<file path="src/rtl/apb_req_master.sv">
// Single-outstanding valid/ready to APB3 bridge: accept N, SETUP N+1, ACCESS N+2, result/ready N+3+waits.
// ready is low for the whole transfer; APB_TIMEOUT_EN adds an ACCESS wait-state abort with a timeout strobe.
module apb_req_master #(
    parameter int                ADDR_W         = 32,
    parameter int                DATA_W         = 32,
    parameter int                TIMEOUT_CYCLES = 256,
    parameter logic [DATA_W-1:0] ERR_DATA       = DATA_W'(32'hDEAD_BEEF)
) (
    input  logic              clk,
    input  logic              rst,
    input  logic              valid,
    output logic              ready,
    input  logic              write,
    input  logic [ADDR_W-1:0] addr,
    input  logic [DATA_W-1:0] din,
    output logic              dout_vld,
    output logic [DATA_W-1:0] dout,
    output logic              timeout,
    output logic              apb_sel,
    output logic              apb_en,
    output logic              apb_write,
    input  logic              apb_ready,
    output logic [ADDR_W-1:0] apb_addr,
    output logic [DATA_W-1:0] apb_wdata,
    input  logic [DATA_W-1:0] apb_rdata
);

    typedef enum logic [1:0] {
        S_IDLE   = 2'd0,
        S_SETUP  = 2'd1,
        S_ACCESS = 2'd2
    } state_t;

    localparam logic [15:0] TO_LAST = 16'(TIMEOUT_CYCLES - 1);

    state_t              r_state;
    logic                r_ready;
    logic                r_dout_vld;
    logic [DATA_W-1:0]   r_dout;
    logic                r_timeout;
    logic                r_apb_sel;
    logic                r_apb_en;
    logic                r_apb_write;
    logic [ADDR_W-1:0]   r_apb_addr;
    logic [DATA_W-1:0]   r_apb_wdata;
    logic                w_accept;

`ifdef APB_TIMEOUT_EN
    logic [15:0]         r_wait_cnt;
    logic                w_expired;

    assign w_expired = (r_wait_cnt == TO_LAST);
`else
    logic                w_unused_cfg;

    assign w_unused_cfg = (^ERR_DATA) ^ (^TO_LAST);
`endif

    assign w_accept = valid & r_ready;

    always_ff @(posedge clk or negedge rst) begin
        if (!rst) begin
            r_state     <= S_IDLE;
            r_ready     <= 1'b0;
            r_dout_vld  <= 1'b0;
            r_dout      <= '0;
            r_timeout   <= 1'b0;
            r_apb_sel   <= 1'b0;
            r_apb_en    <= 1'b0;
            r_apb_write <= 1'b0;
            r_apb_addr  <= '0;
            r_apb_wdata <= '0;
`ifdef APB_TIMEOUT_EN
            r_wait_cnt  <= '0;
`endif
        end else begin
            r_dout_vld <= 1'b0;
            r_timeout  <= 1'b0;
            case (r_state)
                S_IDLE: begin
                    // ready comes up one cycle after reset release, then stays up while idle
                    if (w_accept) begin
                        r_ready     <= 1'b0;
                        r_apb_sel   <= 1'b1;
                        r_apb_write <= write;
                        r_apb_addr  <= addr;
                        r_apb_wdata <= din;
                        r_state     <= S_SETUP;
                    end else begin
                        r_ready <= 1'b1;
                    end
                end
                S_SETUP: begin
                    r_apb_en <= 1'b1;
`ifdef APB_TIMEOUT_EN
                    r_wait_cnt <= '0;
`endif
                    r_state  <= S_ACCESS;
                end
                S_ACCESS: begin
                    if (apb_ready) begin
                        r_apb_sel <= 1'b0;
                        r_apb_en  <= 1'b0;
                        r_ready   <= 1'b1;
                        if (!r_apb_write) begin
                            r_dout     <= apb_rdata;
                            r_dout_vld <= 1'b1;
                        end
                        r_state <= S_IDLE;
                    end
`ifdef APB_TIMEOUT_EN
                    // Abort reports through timeout only; dout_vld stays low
                    else if (w_expired) begin
                        r_apb_sel <= 1'b0;
                        r_apb_en  <= 1'b0;
                        r_ready   <= 1'b1;
                        r_timeout <= 1'b1;
                        if (!r_apb_write) begin
                            r_dout <= ERR_DATA;
                        end
                        r_state <= S_IDLE;
                    end else begin
                        r_wait_cnt <= r_wait_cnt + 16'd1;
                    end
`endif
                end
                default: begin
                    r_apb_sel <= 1'b0;
                    r_apb_en  <= 1'b0;
                    r_state   <= S_IDLE;
                end
            endcase
        end
    end

    assign ready     = r_ready;
    assign dout_vld  = r_dout_vld;
    assign dout      = r_dout;
    assign apb_sel   = r_apb_sel;
    assign apb_en    = r_apb_en;
    assign apb_write = r_apb_write;
    assign apb_addr  = r_apb_addr;
    assign apb_wdata = r_apb_wdata;
`ifdef APB_TIMEOUT_EN
    assign timeout   = r_timeout;
`else
    assign timeout   = 1'b0;
`endif

`ifndef SYNTHESIS
    a_no_vld_with_to: assert property (@(posedge clk) disable iff (!rst)
        !(dout_vld && timeout));
    a_en_needs_sel: assert property (@(posedge clk) disable iff (!rst)
        apb_en |-> apb_sel);
    a_ctrl_stable: assert property (@(posedge clk) disable iff (!rst)
        (apb_sel && $past(apb_sel)) |-> ($stable(apb_write) && $stable(apb_addr) && $stable(apb_wdata)));
`endif

endmodule

</file>
<file path="config.mk">
export PLATFORM = sky130hd
export DESIGN_NAME = apb_req_master
export DESIGN_NICKNAME = d
export VERILOG_FILES = /design/src/rtl/apb_req_master.sv
export SDC_FILE = /design/constraint.sdc
export NUM_CORES = 1
export LEC_CHECK = 0
export BUFFER_PORTS_ARGS = -buffer_cell sky130_fd_sc_hd__buf_4
export CAP_MARGIN = 20
export CORE_MARGIN = 2
export CORE_UTILIZATION = 34
export CTS_CLUSTER_DIAMETER = 30
export DETAILED_ROUTE_END_ITERATION = 7
export PLACE_DENSITY_LB_ADDON = 0.3
export SLEW_MARGIN = 20
export SYNTH_ARGS = -nofsm -noshare
export SYNTH_HDL_FRONTEND = slang
export SYNTH_SLANG_ARGS = --single-unit
</file>
<file path="constraint.sdc">
create_clock -name clk -period 2.85 [get_ports clk]
set_input_delay 0.4275 -clock clk [delete_from_list [all_inputs] [get_ports clk]]
set_output_delay 0.4275 -clock clk [all_outputs]
set_load 0.02 [all_outputs]
</file>
==> flow_metrics.tcl <==
set metrics [dict create \
    outcome "completed" \
    num-fill-cells 949 \
    wire_per_inst_um 15.2 \
    cts_hold_buf 0 \
    area_growth_pct 50.7 \
    use_met2 0.237 \
    relSlewSlack 0.542 \
    power_uw 7130 \
    p_leak_uw 0.00280 \
    reg2reg_slack_ps 1190 \
    cp_data_required_time_ps 3070 \
    hpwlAfterDp_mm 6.48 \
    syn_area_mm2 0.00387 \
    grt_pass1_wl_mm 14.2 \
    crit_path_top_delay_cell "dfrtp_1" \
    cp_top_family "flip-flops" \
    peakVddDrop_v 0.000544 \
    drtIter0Drc 67 \
    antenna_found_initial 0 \
    cts_root_buf "clkbuf_16" \
    min_period_ps 1660 \
    hp-class "input pin to async pin" \
    worst_pin_slew_ps 688 \
    num_rows 38 \
    antenna_left 0 \
    maxCapViolations 0 \
    routed_via_density 4.57 \
    yosysWarnings 0 \
    regToRegEndpoint "apb_addr[31]" \
    cp.depth 3 \
    synth_top_area_frac 0.666 \
    drc 0 \
    p_per_area_mw_per_mm2 1220 \
    numPortBuffers 201 \
    cp_max_fo 68 \
    synth_ff_type "dfrtp_1" \
    critPathKind "flop to flop" \
    die_area_mm2 0.0122 \
    synthArstFlopShare 1.00 \
    vias 2625 \
    synthMostInstantiatedCell "dfrtp_1" \
    core-area_mm2 0.0110 \
    avgSynthCellArea_um2 17.1 \
    clock_skew_ps 5.22 \
    busiest_layer "met2" \
    cts_setup_buffers 0 \
    crit_chain "nor3_4 -> buf_12 -> mux2_2" \
    clock_latency_ps 340 \
    die_w_um 111 \
    first_pass_iters 4 \
    met3_usage 0.0558 \
    min_period_over_period 0.583 \
    drive_gt1_frac 0.621 \
    grt_remaining_overflow 0 \
    worstSetupEndpointType "flop" \
    grt_max_degree 69 \
    yosysTopAreaCell "dfrtp_1" \
    cts.clk_slew.worst_paths_ps 70 \
    start_kind "flop" \
    die_y_um 111 \
    finalSetupViolCount 0 \
    initial_utilization 0.352 \
    cts.sinks 103 \
    cp.buffers_inverters 1 \
    nets 531 \
    cts_tree "built" \
    rsz0062_at_grt "false" \
    ys_top_cells_by_count "103 x dfrtp_1, 49 x mux2_1, 48 x mux2_2, 4 x buf_2" \
    ctsHtreeMaxLevel 3 \
    synth_cell_types 20 \
    cts_resized 0 \
    synthCells 226 \
    grtUsageTotal 0.144 \
    numCtsBuffers 9 \
    setup-tns-final_ps 0 \
    grt.met1_usage 0.169 \
    synthesis.nets 327 \
    fmax_mhz 602 \
    grt_pass1_vias 2843 \
    antenna_cells 0 \
    ioPinCount 203 \
    clockBufferDepth 2 \
    yosysSeqAreaShare 0.666 \
    hold_viol 0 \
    rr_worst_depth 3 \
    drv_slew 0 \
    synth.area.top_cells "dfrtp_1 67%, mux2_1 14%, mux2_2 14%" \
    r2r_start "r_state[0]" \
    wl_mm 8.72 \
    place_congestion 0.745 \
    synth_edf_count 0 \
    arrival_ps 1880 \
    ys_ff_latch 103 \
    crit_path_max_incr_delay_ps 500 \
]
[worst register-to-register path, stage by stage (launching register included)]
cell and delay (ps):
dfrtp_1 500, nor3_4 260, buf_12 320, mux2_2 470
[power breakdown]
part           switching [µW]  total (µW)  internal, µW
Sequential                405        2610          2200
Combinational            1650        3260          1620
Clock                     511        1260           750
Total                    2560        7130          4570
[placed cells by master (no fill, tap or decap), types with 2 or more instances in the layout]
cell type / n
clkbuf_16: 9
buf_12: 2
buf_4: 203
mux2_1: 49
clkinv_2: 2
mux2_2: 48
dfrtp_1: 103
clkbuf_8: 3
nor2_1: 2
[worst max-delay path by stage]
stage / startpoint / to / slack [ps]
detailed placement: apb_ready / dout[14] / 1190
global route: r_state[0] / dout[27] / 1120
finish: r_state[0] / apb_addr[31] / 1190
CTS: r_state[0] / dout[14] / 1190
global placement: r_state[0] / dout[9] / 1220
floorplan: ready / apb_addr[10] / 1340
[stage by stage]
step,setup slack [ps],util,hold slack [ps],std cells,area (µm²)
2_1_floorplan,1340,-,132,226,3870
3_3_place_gp,1220,0.502,466,559,5520
3_5_place_dp,1190,0.502,476,559,5520
4_1_cts,1190,0.531,148,575,5830
5_1_grt,1120,0.531,168,575,5830
6_report,1190,0.531,112,575,5830
[cells by family (layout without fill, tap and decap cells)]
group | after synthesis | after routing | share of synthesized area
flip-flops | 103 | 103 | 0.666
multiplexers | 98 | 98 | 0.285
buffers and inverters | 13 | 222 | 0.0294
AND/OR/NAND/NOR | 7 | 7 | 0.0113
AO/OA/AOI/OAI | 4 | 4 | 0.00679
other | 1 | 1 | 0.000970
[area by class of cell]
cell class,count,area [µm²],area share
timing repair buffer,205,1560,0.268
clock inverter,3,40.0,0.00687
tap,140,175,0.0301
inverter,1,3.75,0.000644
clock buffer,13,270,0.0464
multi-input combinational,110,1200,0.205
sequential,103,2580,0.442
[sequential cells by signal, summed over array words and instances, names as in the netlist]
signal and flops:
apb_write 1, apb_addr 32, apb_en 1, ready 1
apb_wdata 32, dout_vld 1, r_state 2, apb_sel 1
dout 32
[layer usage]
metal  vias up  wire length [µm]
li1       1191                 -
met1      1307              3510
met2       118              4250
met3         9               813
met4         0               141
met5         -                 0
Power figures use the tool's default switching activity.
